<file path="config.mk">
export PLATFORM = sky130hd
export DESIGN_NAME = vram_arbiter
export DESIGN_NICKNAME = d
export VERILOG_FILES = /design/src/rtl/vram_arbiter.sv
export SDC_FILE = /design/constraint.sdc
export NUM_CORES = 1
export LEC_CHECK = 0
export ABC_AREA = 1
export BUFFER_PORTS_ARGS = -buffer_cell sky130_fd_sc_hd__buf_2
export CAP_MARGIN = 15
export CORE_MARGIN = 1.5
export CORE_UTILIZATION = 51
export CTS_CLUSTER_DIAMETER = 100
export DETAILED_ROUTE_END_ITERATION = 10
export GPL_ROUTABILITY_DRIVEN = 0
export GPL_TIMING_DRIVEN = 0
export PLACE_DENSITY = 0.9
export SYNTH_ARGS = -nofsm -noshare
export SYNTH_HDL_FRONTEND = slang
export SYNTH_SLANG_ARGS = --single-unit
</file>
<file path="constraint.sdc">
create_clock -name clk_ram -period 9.6 [get_ports clk_ram]
set_clock_uncertainty 0.1 [all_clocks]
set_input_delay 0.96 -clock clk_ram [delete_from_list [all_inputs] [get_ports clk_ram]]
set_output_delay 0.96 -clock clk_ram [all_outputs]
set_load 0.02 [all_outputs]
</file>
<file path="src/rtl/vram_arbiter.sv">
// Single-port VRAM arbiter: video fetch stream vs. one-at-a-time CPU accesses.
// Video has priority; a bounded starvation counter guarantees CPU progress.
module vram_arbiter #(
  parameter int unsigned AW         = 14,
  parameter int unsigned RD_LAT     = 2,
  parameter int unsigned STARVE_MAX = 4
) (
  input  logic          clk_ram,
  input  logic          sys_init,
  input  logic          vid_req,
  input  logic [AW-1:0] vid_addr,
  output logic          vid_gnt,
  output logic          vid_valid,
  output logic [15:0]   vid_q,
  input  logic          cpu_req,
  input  logic          cpu_we,
  input  logic [AW-1:0] cpu_addr,
  input  logic [1:0]    cpu_be,
  input  logic [15:0]   cpu_d,
  output logic          cpu_ack,
  output logic [15:0]   cpu_q,
  output logic [AW-1:0] ram_addr,
  output logic          ram_we,
  output logic [1:0]    ram_be,
  output logic [15:0]   ram_d,
  input  logic [15:0]   ram_q
);

  localparam int unsigned Last      = RD_LAT - 1;
  localparam logic [3:0]  StarveMax = 4'(STARVE_MAX);

  logic [3:0]        starve_q, starve_d;
  logic              cpu_lock_q, cpu_lock_d;
  logic              cpu_acked_q, cpu_acked_d;
  logic [RD_LAT-1:0] tag_vld_q, tag_vld_d;
  logic [RD_LAT-1:0] tag_cpu_q, tag_cpu_d;
  logic [RD_LAT-1:0] tag_rd_q, tag_rd_d;
  logic [AW-1:0]     ram_addr_q, ram_addr_d;
  logic              ram_we_q, ram_we_d;
  logic [1:0]        ram_be_q, ram_be_d;
  logic [15:0]       ram_d_q, ram_d_d;
  logic [15:0]       vid_hold_q, vid_hold_d;
  logic [15:0]       cpu_hold_q, cpu_hold_d;

  logic cpu_elig, grant_cpu, grant_vid, cpu_rd_ack, cpu_wr_ack;

  always_comb begin
    cpu_elig  = cpu_req & ~cpu_lock_q;
    grant_cpu = ~sys_init & cpu_elig & (~vid_req | (starve_q == StarveMax));
    grant_vid = ~sys_init & vid_req & ~grant_cpu;

    // Returns are decoded from the tag stage whose data is on ram_q now.
    vid_valid  = tag_vld_q[Last] & ~tag_cpu_q[Last];
    cpu_rd_ack = tag_vld_q[Last] & tag_cpu_q[Last] & tag_rd_q[Last];
    cpu_wr_ack = tag_vld_q[0] & tag_cpu_q[0] & ~tag_rd_q[0];
    cpu_ack    = cpu_rd_ack | cpu_wr_ack;
    vid_gnt    = grant_vid;
    vid_q      = vid_valid ? ram_q : vid_hold_q;
    cpu_q      = cpu_rd_ack ? ram_q : cpu_hold_q;
  end

  always_comb begin
    ram_addr_d  = ram_addr_q;
    ram_d_d     = ram_d_q;
    ram_we_d    = 1'b0;
    ram_be_d    = 2'b11;
    starve_d    = starve_q;
    cpu_lock_d  = cpu_lock_q;
    cpu_acked_d = cpu_acked_q;
    vid_hold_d  = vid_valid ? ram_q : vid_hold_q;
    cpu_hold_d  = cpu_rd_ack ? ram_q : cpu_hold_q;
    tag_vld_d   = tag_vld_q;
    tag_cpu_d   = tag_cpu_q;
    tag_rd_d    = tag_rd_q;

    for (int i = int'(Last); i > 0; i--) begin
      tag_vld_d[i] = tag_vld_q[i-1];
      tag_cpu_d[i] = tag_cpu_q[i-1];
      tag_rd_d[i]  = tag_rd_q[i-1];
    end
    tag_vld_d[0] = grant_vid | grant_cpu;
    tag_cpu_d[0] = grant_cpu;
    tag_rd_d[0]  = grant_vid | (grant_cpu & ~cpu_we);

    if (grant_vid) begin
      ram_addr_d = vid_addr;
    end else if (grant_cpu) begin
      ram_addr_d = cpu_addr;
      ram_we_d   = cpu_we;
      if (cpu_we) begin
        ram_be_d = cpu_be;
        ram_d_d  = cpu_d;
      end
    end

    if (grant_cpu) begin
      starve_d = 4'd0;
    end else if (grant_vid && cpu_elig && (starve_q != StarveMax)) begin
      starve_d = starve_q + 4'd1;
    end

    // The CPU port re-arms only after its ack and a sampled-low request.
    if (grant_cpu) begin
      cpu_lock_d  = 1'b1;
      cpu_acked_d = 1'b0;
    end else if (cpu_lock_q) begin
      if ((cpu_ack | cpu_acked_q) & ~cpu_req) begin
        cpu_lock_d  = 1'b0;
        cpu_acked_d = 1'b0;
      end else if (cpu_ack) begin
        cpu_acked_d = 1'b1;
      end
    end
  end

  always_ff @(posedge clk_ram or posedge sys_init) begin
    if (sys_init) begin
      starve_q    <= 4'd0;
      cpu_lock_q  <= 1'b0;
      cpu_acked_q <= 1'b0;
      tag_vld_q   <= '0;
      tag_cpu_q   <= '0;
      tag_rd_q    <= '0;
      ram_addr_q  <= '0;
      ram_we_q    <= 1'b0;
      ram_be_q    <= 2'b11;
      ram_d_q     <= 16'h0000;
      vid_hold_q  <= 16'h0000;
      cpu_hold_q  <= 16'h0000;
    end else begin
      starve_q    <= starve_d;
      cpu_lock_q  <= cpu_lock_d;
      cpu_acked_q <= cpu_acked_d;
      tag_vld_q   <= tag_vld_d;
      tag_cpu_q   <= tag_cpu_d;
      tag_rd_q    <= tag_rd_d;
      ram_addr_q  <= ram_addr_d;
      ram_we_q    <= ram_we_d;
      ram_be_q    <= ram_be_d;
      ram_d_q     <= ram_d_d;
      vid_hold_q  <= vid_hold_d;
      cpu_hold_q  <= cpu_hold_d;
    end
  end

  assign ram_addr = ram_addr_q;
  assign ram_we   = ram_we_q;
  assign ram_be   = ram_be_q;
  assign ram_d    = ram_d_q;

endmodule

</file>
Word-level counts from Yosys, hierarchy flattened
Cells that the tools add are included.
{ "totals": {"ff_bits": 77, "in_bits": 67, "output_inout_bits": 68, "wordCells": 67} }
{ "classes": {"add_sub_neg": 1, "eq_ne": 2, "mux": 18, "n_bitwise": 26, "n_reduce_logical": 8} }
{ "op_table": {"columns": ["cell", "count"], "rows": [
  ["$mux 16", 2],
  ["$mux 14", 2],
  ["$and 1x1->1", 12],
  ["$mux 1", 9],
  ["$not 1->1", 9],
  ["$mux 4", 2],
  ["$mux 2", 3],
  ["$reduce_bool 2->1", 3],
  ["$or 1x1->1", 5],
  ["$add 4x1->4 const B", 1],
  ["$eq 4x3->1 const B", 1],
  ["$ne 4x3->1 const B", 1],
  ["$reduce_and 3->1", 1],
  ["$reduce_bool 3->1", 1],
  ["$logic_and 1x1->1", 2],
  ["$reduce_and 2->1", 1]
]} }

Longest topological paths before layout
Gate-level depths: netlist of the first run.
{ "depth": {"ltp_word": 10, "mapped_depth": 9} }

Worst setup path before layout of the first run
OpenSTA, ideal clock, no wires.
{ "synth_path": {"kind": "input to output", "from": "input port sys_init", "to": "output port vid_gnt", "arrival_ns": 3.557, "required_time_ns": 8.540, "slack_ns": 4.983, "path_stages": 5, "path_buffers": 1, "path_cell_list": "inv_1 -> nand3_1 -> a21oi_4 -> buf_4 -> nor2_1"} }
{ "synth_via": {"elab_chain_cells": 5} }
{ "synth_rtl": {"columns": ["element", "line_no", "rtl"], "rows": [
  ["start: declaration", "9", "input logic sys_init,"],
  ["$not 1->1", "49", "grant_cpu = ~sys_init & cpu_elig & (~vid_req | (starve_q == StarveMax));"],
  ["$and 1x1->1 (2 in a row)", "49", null],
  ["named net grant_cpu", "45", "logic cpu_elig, grant_cpu, grant_vid, cpu_rd_ack, cpu_wr_ack;"],
  ["$not 1->1", "50", "grant_vid = ~sys_init & vid_req & ~grant_cpu;"],
  ["$and 1x1->1", "50", null],
  ["end: declaration", "12", "output logic vid_gnt,"]
]} }
The timed path passes the listed nets, and every way through them passes these cells.

Worst setup path after layout of the first run
Same ends and word-level chain as after synthesis.

==> results_dict.tcl, run 1 <==
set metrics [dict create \
    vdd.ir_drop.worst_mv 0.142 \
    critical_path_class "in2out" \
    worst-path-stages 7 \
    timing.critical_path.max_delay_family "buffers and inverters" \
    maxClockFrequency_ghz 0.256 \
    routed-wl-met3_um 494 \
    nNetsFinal 545 \
    syn_inst 331 \
    critical_path_peak_fanout 78 \
    cts_hold_buf 0 \
    report.final.hold_viol_count 0 \
    first_pass_grt_wire_length_um 11300 \
    max-cap-violations 0 \
    design_area_sq_um 4050 \
    synthesis.yosys.warnings 0 \
    cts-htree-levels 3 \
    switching_share_pct 39.1 \
    synth_enable_flop_cells 0 \
    relSlewSlack_pct 40.2 \
    tritoncts_clock_tree "built" \
    grt_antenna_before_repair 0 \
    critical-path-max-stage-delay_ns 0.67 \
    grt_setup_unrepaired "false" \
    layout.area.seq_sq_um 1930 \
    place_ws_ns 5.62 \
    internal_power_contribution_uw 677 \
    synth.avg_cell_area_sq_um 9.39 \
    post-cts-setup-buffers 0 \
    clock_insertion_delay_worst_skew_ns 0.32 \
    row_count 28 \
    cp_common_cell "buf_2" \
    via_count 2702 \
    final_min_period_over_clock_period_pct 40.7 \
    yosys_most_used_dff "dfrtp_1" \
    route.met2.wl_um 3490 \
    synth_nets 400 \
    drt-total-wl_um 7040 \
    worst_setup_path_start_kind "input pin" \
    synth.cells.most_frequent "118 x nand2_1, 75 x dfrtp_1, 34 x nand3_1, 34 x o21ai_0, 29 x inv_1" \
    multiInputGateArea_sq_um 996 \
    cts_max_path_buffers 2 \
    end_kind "output port" \
    yosysTopAreaCell "dfrtp_1" \
    dp.final_hpwl_um 5200 \
    floorplan.die_area_sq_um 6570 \
    drt_iter0_markers 131 \
    layout_setup_ws_ns 5.70 \
    cts.repair.resized 0 \
    final_max_slew_viol_count 0 \
    boundaryPins 135 \
    postSynth.asyncResetShare_pct 100 \
    power_switching_uw 434 \
    worst_path_required_time_ns 8.54 \
    comb_power_share_pct 37.5 \
    slowest_stage "inv_4" \
    grt_remaining_overflow 0 \
    clk_transition_reported_paths_ns 0.07 \
    wire_length_per_cell_after_detailed_routing_um 12.7 \
    area.growth.synth_to_final_pct 30.4 \
    yosys-top-cells-area "dfrtp_1 60%, nand2_1 14%, nand3_1 5.5%, o21ai_0 5.5%, inv_1 3.5%" \
    worst_hold_path_depth 0 \
    ys_ff_latch 77 \
    pin_count_of_the_biggest_net_entering_global_routing 79 \
    final_antenna_net_count 0 \
    timing.reg2reg.worst_path_depth 8 \
    crit_chain "buf_2, inv_4, nand3_1, a21oi_4, buf_4, nor2_1, buf_2" \
    detail_route.drc_violations 0 \
    p_seq_share_pct 43.3 \
    grt_pass1_vias 2566 \
    hp-class "reg2reg" \
    post_route_setup_tns_ns 0 \
    clk_pwr_share_pct 19.2 \
    filler_cell_count 501 \
    proportion_of_netlist_area_held_by_the_largest_area_contributor_pct 60.4 \
    cts_buffers 9 \
    post-synth-top-count-cell "nand2_1" \
    numPortBuffers 134 \
    placement.cell_area_sq_um 3870 \
    die_h_um 81.1 \
    period_needed_ns 3.90 \
    post_synthesis_instance_area_sq_um 3110 \
    initial_utilization_pct 52.8 \
    path_buf_inv 4 \
    p_leak_nw 2.29 \
    run_status "finished, final reports clean" \
    routed.top_layer "met4" \
    grt_usage_pct 22.7 \
    final_core_util_pct 68.9 \
    chipWidth_um 81.1 \
    cts.root.buffer_cell "clkbuf_8" \
    synth.distinct_cells 23 \
    avgViaCountPerCell 4.86 \
    route.layer.met1.wl_um 3020 \
    synth_sequential_area_ratio_pct 62.1 \
    cts_sinks 77 \
    setup_viol 0 \
    insertedDiodeCount 0 \
    timing.critical_path.arrival_ns 2.84 \
    dr.pass1.iters 4 \
    worst_slew_pin_tran_ns 0.897 \
    coreArea_sq_um 5890 \
    power.density_cell_area_nw_per_um2 274 \
    final_layout_size_suffix_gt1_share_pct 35.8 \
]
[registers in the layout, indices dropped and copies added (netlist names), 4 cells and up]
register,flops
ram_d,16
vid_hold_q,16
cpu_hold_q,16
ram_addr,14
starve_q,4
[power groups by stage]
stage	logic (mW)	clock network, mW	registers [mW]
3_3_place_gp	0.406	0	0.481
3_5_place_dp	0.420	0	0.485
2_1_floorplan	0.207	0	0.544
5_1_grt	0.459	0.238	0.495
6_report	0.417	0.213	0.481
4_1_cts	0.421	0.222	0.481
[cells by family (layout without fill, tap and decap cells)]
family	count (synthesis)	in the layout	synth area share, %
AND/OR/NAND/NOR	173	173	25.1
flip-flops	77	77	62.1
buffers and inverters	43	193	5.88
AO/OA/AOI/OAI	36	36	6.16
adder cells (fa/ha/maj)	2	2	0.805
[final cells by class]
type | instances | share of cell area (%)
Timing Repair Buffer | 134 | 16.5
Tap cell | 75 | 2.32
Multi-Input combinational cell | 211 | 24.6
Sequential cell | 77 | 47.6
Buffer | 12 | 1.57
Inverter | 31 | 2.99
Clock buffer | 12 | 3.83
Clock inverter | 4 | 0.556
[per-layer routing]
layer | track usage, % | vias up
met3 | 5.06 | 4
met1 | 27.3 | 1247
met4 | 8.79 | 0
met5 | 0 | -
li1 | - | 1336
met2 | 39.7 | 115
[cell usage in the layout, fill, tap and decap left out, drive strengths merged]
cell        n
inv        31
nand4       2
ha          2
clkinv      3
clkinvlp    1
or2         2
dfrtp      75
nor2        9
buf       140
o21ai      34
a21oi       2
nand2     121
nand3      39
clkbuf     18
dfstp       2
[per-stage QoR]
stage / hold WS (ns) / power, mW / cells
CTS: 0.280 / 1.12 / 556
floorplan: 0.254 / 0.751 / 331
global route: 0.291 / 1.19 / 556
detailed placement: 0.266 / 0.905 / 540
global placement: 0.258 / 0.888 / 540
finish: 0.274 / 1.11 / 556
[path summary, 6_finish.rpt]
path	start	end	slack (ns)
worst max-delay path	sys_init	vid_gnt	5.70
worst min-delay path	tag_vld_q[0]	tag_vld_q[1]	0.27
worst max register to register	starve_q[0]	ram_addr[6]	7.91
worst min register to register	tag_vld_q[0]	tag_vld_q[1]	0.27
max in group asynchronous	sys_init	ram_d[8]	8.02
min in group asynchronous	sys_init	ram_addr[13]	0.81
No activity file was read; power rests on OpenSTA's default activity.
==> inputs of run 2 (changes only) <==
--- a/config.mk
+++ b/config.mk
@@ -9,12 +9,12 @@
 export BUFFER_PORTS_ARGS = -buffer_cell sky130_fd_sc_hd__buf_2
 export CAP_MARGIN = 15
 export CORE_MARGIN = 1.5
-export CORE_UTILIZATION = 51
+export CORE_UTILIZATION = 42
 export CTS_CLUSTER_DIAMETER = 100
 export DETAILED_ROUTE_END_ITERATION = 10
 export GPL_ROUTABILITY_DRIVEN = 0
 export GPL_TIMING_DRIVEN = 0
-export PLACE_DENSITY = 0.9
+export PLACE_DENSITY = 0.8
 export SYNTH_ARGS = -nofsm -noshare
 export SYNTH_HDL_FRONTEND = slang
 export SYNTH_SLANG_ARGS = --single-unit
==> constraint.sdc (replaced) <==
create_clock -name clk_ram -period 3.35 [get_ports clk_ram]
set_clock_uncertainty 0.1 [all_clocks]
set_input_delay 0.335 -clock clk_ram [delete_from_list [all_inputs] [get_ports clk_ram]]
set_output_delay 0.335 -clock clk_ram [all_outputs]
set_load 0.02 [all_outputs]
==> run 2 against run 1 <==
  * Via count barely moved
  * Final cell count rose by 4.5%
  * First-iteration DRC count fell by 48%
  * Clock power rose to 3.7 times the previous value
  * Count of clock-buffer cells in the layout fell by 3
  * Non-clock buffer count rose by 1
  * Worst setup slack got worse by 5.0 ns
==> results_dict.tcl, run 2 (synthesis gave the netlist of run 1 again) <==
set metrics [dict create \
    timing.critical_path.arrival_ns 2.22 \
    cts-htree-levels 3 \
    worst_setup_path_endpoint "vid_gnt" \
    die_h_um 89.0 \
    internal_power_contribution_mw 2.07 \
    relSlewSlack_pct 43.5 \
    design_area_sq_um 4150 \
    cts.root.buffer_cell "clkbuf_8" \
    power_switching_mw 1.31 \
    row_count 31 \
    via_count 2701 \
    setup_viol 0 \
    mostFrequentLayoutCells "137 x buf_2, 118 x nand2_1, 75 x dfrtp_1, 34 x nand3_1, 34 x o21ai_0" \
    initial_utilization_pct 43.1 \
    cts_buffers 9 \
    final_min_period_over_clock_period_pct 79.4 \
    vdd.ir_drop.worst_mv 0.301 \
    startpoint "sys_init" \
    cts_hold_buf 0 \
    cts_max_path_buffers 2 \
    routed.top_layer "met4" \
    pin_count_of_the_biggest_net_entering_global_routing 41 \
    placement.cell_area_sq_um 3930 \
    worst_slew_pin_tran_ns 0.846 \
    critical_path_class "in2out" \
    coreArea_sq_um 7210 \
    dr.pass1.iters 4 \
    end_kind "output port" \
    p_leak_nw 2.32 \
    area.growth.synth_to_final_pct 33.7 \
    power.density_cell_area_nw_per_um2 813 \
    detail_route.drc_violations 0 \
    cts_sinks 77 \
    worst_path_required_time_ns 2.91 \
    route.layer.met1.wl_um 3110 \
    cts.repair.resized 0 \
    r2r-end "ram_d[4]" \
    wire_length_per_cell_after_detailed_routing_um 12.6 \
    avgViaCountPerCell 4.65 \
    rr_startpoint "starve_q[0]" \
    place_ws_ns 0.627 \
    grt_usage_pct 18.6 \
    instances_no_fill 581 \
    nNetsFinal 546 \
    layout_commonest_cell "buf_2" \
    clk_transition_reported_paths_ns 0.09 \
    period_needed_ns 2.66 \
    grt_setup_unrepaired "false" \
    floorplan.die_area_sq_um 7920 \
    grt_remaining_overflow 0 \
    dp.final_hpwl_um 5430 \
    critical_path_peak_fanout 39 \
    tritoncts_clock_tree "built" \
    layout_setup_ws_ns 0.691 \
    routed-wl-met3_um 568 \
    route.met2.wl_um 3570 \
    post-cts-setup-buffers 0 \
    comb_power_share_pct 35.5 \
    clk_pwr_share_pct 23.5 \
    holdWs_ns 0.0757 \
    max-cap-violations 0 \
    final_antenna_net_count 0 \
    timing.reg2reg.worst_path_depth 9 \
    drt_iter0_markers 68 \
    hp-class "in2reg" \
    report.final.hold_viol_count 0 \
    final_max_slew_viol_count 0 \
    p_seq_share_pct 40.9 \
    switching_share_pct 38.8 \
    worst_setup_path_start_kind "input pin" \
    maxClockFrequency_ghz 0.376 \
    numPortBuffers 134 \
    clock_insertion_delay_worst_skew_ns 0.34 \
    report.power.total_mw 3.38 \
    placed_cells_incl_taps 565 \
    boundaryPins 135 \
    chipWidth_um 89.0 \
    first_pass_grt_wire_length_um 11300 \
    ff2ff_setup_slack_ns 1.67 \
    grt_antenna_before_repair 0 \
    drt-total-wl_um 7340 \
    grt_pass1_vias 2499 \
    run_status "finished, final reports clean" \
    final_layout_size_suffix_gt1_share_pct 36.1 \
    insertedDiodeCount 0 \
]
## run 2: changes by cell type in the layout (fill, tap and decap cells not counted)
cell       before  now
bufinv_16       0    2
clkinv_4        0    1
clkinv_2        3    0
inv_6           0    4
clkbuf_8       11    9
inv_4           2    1
clkbuf_1        7    6
buf_12          0    1
## run 2: critical path: stages
cell and delay [ns]:
buf_2 0.20, clkinvlp_4 0.71, nand3_1 0.42, a21oi_4 0.09
buf_4 0.19, nor2_1 0.09, buf_2 0.17
## run 2: through the flow
stage               TNS [ns]  util (%)
floorplan                  0         -
global placement      -0.206      54.1
detailed placement         0      54.4
CTS                        0      57.6
global route               0      57.6
finish                     0      57.6
## run 2: worst min path at each step
stage | startpoint | end | slack [ns] | cells after the start
4_1_cts | cpu_be[1] | ram_be[1] | 0.06 | 2
2_1_floorplan | tag_rd_q[0] | tag_rd_q[1] | 0.25 | 0
5_1_grt | cpu_be[1] | ram_be[1] | 0.06 | 2
6_report | cpu_be[1] | ram_be[1] | 0.08 | 2
3_3_place_gp | tag_vld_q[0] | tag_vld_q[1] | 0.26 | 0
3_5_place_dp | tag_rd_q[0] | tag_rd_q[1] | 0.27 | 0
## run 2: cell type report
cell class | instances | area [sq um]
clock inverters | 7 | 104
fillers | 668 | 3060
multi-input cells | 211 | 996
repair buffers | 135 | 691
inverters | 31 | 123
flip-flops and latches | 77 | 1930
well taps | 99 | 124
clock buffers | 9 | 124
plain buffers | 12 | 63.8
## run 2: routing by layer
metal	vias to the layer above	track usage (%)
li1	1341	-
met2	104	31.9
met4	0	8.25
met1	1248	22.0
met5	-	0
met3	8	5.08
## run 2: power groups by stage
| stage | logic [mW] | registers, mW | clock network [mW] |
|---|---|---|---|
| finish | 1.20 | 1.38 | 0.794 |
| global placement | 1.17 | 1.38 | 0 |
| global route | 1.33 | 1.42 | 0.851 |
| CTS | 1.21 | 1.38 | 0.817 |
| detailed placement | 1.21 | 1.39 | 0 |
| floorplan | 0.594 | 1.56 | 0 |
==> inputs of run 3 (changes only) <==
==> constraint.sdc (replaced) <==
create_clock -name clk_ram -period 2.1 [get_ports clk_ram]
set_clock_uncertainty 0.1 [all_clocks]
set_input_delay 0.21 -clock clk_ram [delete_from_list [all_inputs] [get_ports clk_ram]]
set_output_delay 0.21 -clock clk_ram [all_outputs]
set_load 0.02 [all_outputs]
==> run 3 against run 2 <==
  * Power is 57% higher
  * Cell area is 9.6% higher
  * Wire length is 14% higher
  * Critical path depth stayed put
  * Die area stayed put
  * Worst hold slack worse by 0.057 ns
  * Combinational power is 69% higher
  * Worst setup slack worse by 0.63 ns
  * First-iteration DRC count is 46% higher
  * Non-clock buffer count is 39 higher
  * Critical endpoint unchanged
  * Largest power group unchanged
==> results_dict.tcl, run 3 (synthesis gave the netlist of run 1 again) <==
set metrics [dict create \
    vdd.ir_drop.worst_mv 0.565 \
    critical_path_class "reg2out" \
    worst_hold_path_depth 3 \
    grt_pass1_vias 2767 \
    place_ws_ns -0.0533 \
    drt-total-wl_um 8360 \
    cts-htree-levels 3 \
    tritoncts_clock_tree "built" \
    worst_setup_path_start_kind "flop" \
    timing.critical_path.max_delay_family "buffers and inverters" \
    grt_antenna_before_repair 0 \
    hp-start "cpu_addr[13]" \
    coreArea_sq_um 7210 \
    critical_path_peak_fanout 10 \
    timing.reg2reg.worst_path_depth 8 \
    crit_chain "inv_1, ha_1, nand3_2, a21oi_4, buf_6, nor2_4, buf_2" \
    numPortBuffers 134 \
    slowest_stage "dfrtp_1" \
    critical-path-max-stage-delay_ns 0.42 \
    rr_startpoint "starve_q[0]" \
    p_leak_nw 2.49 \
    area.growth.synth_to_final_pct 46.5 \
    filler_cell_count 584 \
    floorplan.die_area_sq_um 7920 \
    hp-class "in2reg" \
    p_seq_share_pct 41.6 \
    max-cap-violations 0 \
    hold_path_end "ram_addr[13]" \
    row_count 31 \
    drt_iter0_markers 99 \
    boundaryPins 135 \
    final_layout_size_suffix_gt1_share_pct 35.2 \
    route.met2.wl_um 4150 \
    grt_remaining_overflow 0 \
    path_buf_inv 3 \
    dr.pass1.iters 4 \
    detail_route.drc_violations 0 \
    final_antenna_net_count 0 \
    report.final.hold_viol_count 0 \
    routed.top_layer "met4" \
    initial_utilization_pct 43.1 \
    layout.area.seq_sq_um 1930 \
    instances_no_fill 621 \
    dp.final_hpwl_um 5430 \
    final_min_period_over_clock_period_pct 96.9 \
    comb_power_share_pct 38.3 \
    internal_power_contribution_mw 3.23 \
    final_max_slew_viol_count 0 \
    cts_sinks 77 \
    ff2ff_setup_slack_ns 0.10 \
    power_switching_mw 2.08 \
    power.density_cell_area_nw_per_um2 1170 \
    multiInputGateArea_sq_um 1010 \
    end_kind "output port" \
    relSlewSlack_pct 30.8 \
    report.power.total_mw 5.31 \
    setup_viol 0 \
    layout_commonest_cell "buf_2" \
    insertedDiodeCount 0 \
    r2r-end "ram_addr[12]" \
    routed-wl-met3_um 708 \
    clk_pwr_share_pct 20.0 \
    die_h_um 89.0 \
    maxClockFrequency_ghz 0.492 \
    cts_buffers 9 \
    grt_setup_unrepaired "true" \
    mostFrequentLayoutCells "138 x buf_2, 118 x nand2_1, 75 x dfrtp_1, 37 x dlygate4sd3_1, 33 x nand3_1" \
    chipWidth_um 89.0 \
    run_status "finished, final reports clean" \
    worst_slew_pin_tran_ns 1.03 \
    clk_transition_reported_paths_ns 0.08 \
    wire_length_per_cell_after_detailed_routing_um 13.5 \
    nNetsFinal 586 \
    period_needed_ns 2.03 \
    avgViaCountPerCell 4.67 \
    clock_insertion_delay_worst_skew_ns 0.33 \
    worst_path_required_time_ns 1.79 \
    route.layer.met1.wl_um 3290 \
    placed_cells_incl_taps 566 \
    layout_setup_ws_ns 0.0659 \
    switching_share_pct 39.1 \
    cts.root.buffer_cell "clkbuf_8" \
    timing.critical_path.arrival_ns 1.72 \
    via_count 2902 \
    pin_count_of_the_biggest_net_entering_global_routing 36 \
    holdWs_ns 0.0186 \
    first_pass_grt_wire_length_um 12800 \
    grt_usage_pct 21.3 \
    cts_max_path_buffers 2 \
]
run 3: changes by cell type in the layout (fill, tap and decap cells not counted), sizes merged:
cell	before	now
dlygate4sd3	0	37
bufinv	2	1
clkinvlp	1	4
inv	34	30
clkinv	1	3
buf	141	144
run 3: per-layer routing:
metal | up-vias | track usage (%)
met5 | - | 0
met2 | 122 | 37.7
met1 | 1343 | 23.7
met3 | 15 | 6.56
li1 | 1422 | -
met4 | 0 | 9.79
run 3: area by class of cell:
class | instances | share of cell area (%)
clock buffers | 10 | 2.80
inverters | 31 | 2.69
plain buffers | 12 | 1.76
flip-flops and latches | 77 | 42.4
clock inverters | 6 | 1.40
repair inverters | 1 | 0.110
well taps | 99 | 2.72
repair buffers | 174 | 23.9
multi-input cells | 211 | 22.3
run 3: how the worst max path moves through the flow:
stage	cells past startpoint	to	startpoint	slack, ns
after floorplan	5	vid_gnt	sys_init	-0.21
after global placement	7	vid_gnt	sys_init	-1.06
after detailed placement	8	vid_gnt	sys_init	-0.05
after CTS	7	vid_q[12]	tag_vld_q[1]	0.03
after global routing	7	vid_gnt	starve_q[0]	0.002
final	7	vid_gnt	starve_q[0]	0.07
run 3: per-stage QoR:
stage | util (%) | cell area (sq um) | setup TNS, ns
after detailed placement | 54.9 | 3960 | -0.0533
after global routing | 63.1 | 4550 | 0
final | 63.1 | 4550 | 0
after CTS | 62.9 | 4540 | 0
after global placement | 54.4 | 3920 | -13.20
after floorplan | - | 3130 | -0.873
run 3: power groups by stage:
stage	combinational, mW	clock, mW	sequential [mW]
2_1_floorplan	0.953	0	2.49
3_3_place_gp	1.87	0	2.20
3_5_place_dp	1.94	0	2.22
4_1_cts	2.02	1.11	2.20
5_1_grt	2.24	1.17	2.26
6_report	2.03	1.06	2.21
run 3: repair_timing:
action / CTS / global route
setup buffers: 1 / 0
endpoints found under the setup margin: 16 / 33
hold endpoints to repair: 49 / 0
gates cloned: 1 / 0
pin swaps: 1 / 1
resized for setup: 3 / 26
hold buffers: 37 / 0
run 3: worst reg2reg max path: cells and delay by family (launching register included):
| family | cells | cell delay (ns) |
|---|---|---|
| AO/OA/AOI/OAI | 1 | 0.19 |
| adder cells (fa/ha/maj) | 1 | 0.17 |
| buffers and inverters | 3 | 0.81 |
| flip-flops | 1 | 0.42 |
| AND/OR/NAND/NOR | 3 | 0.25 |
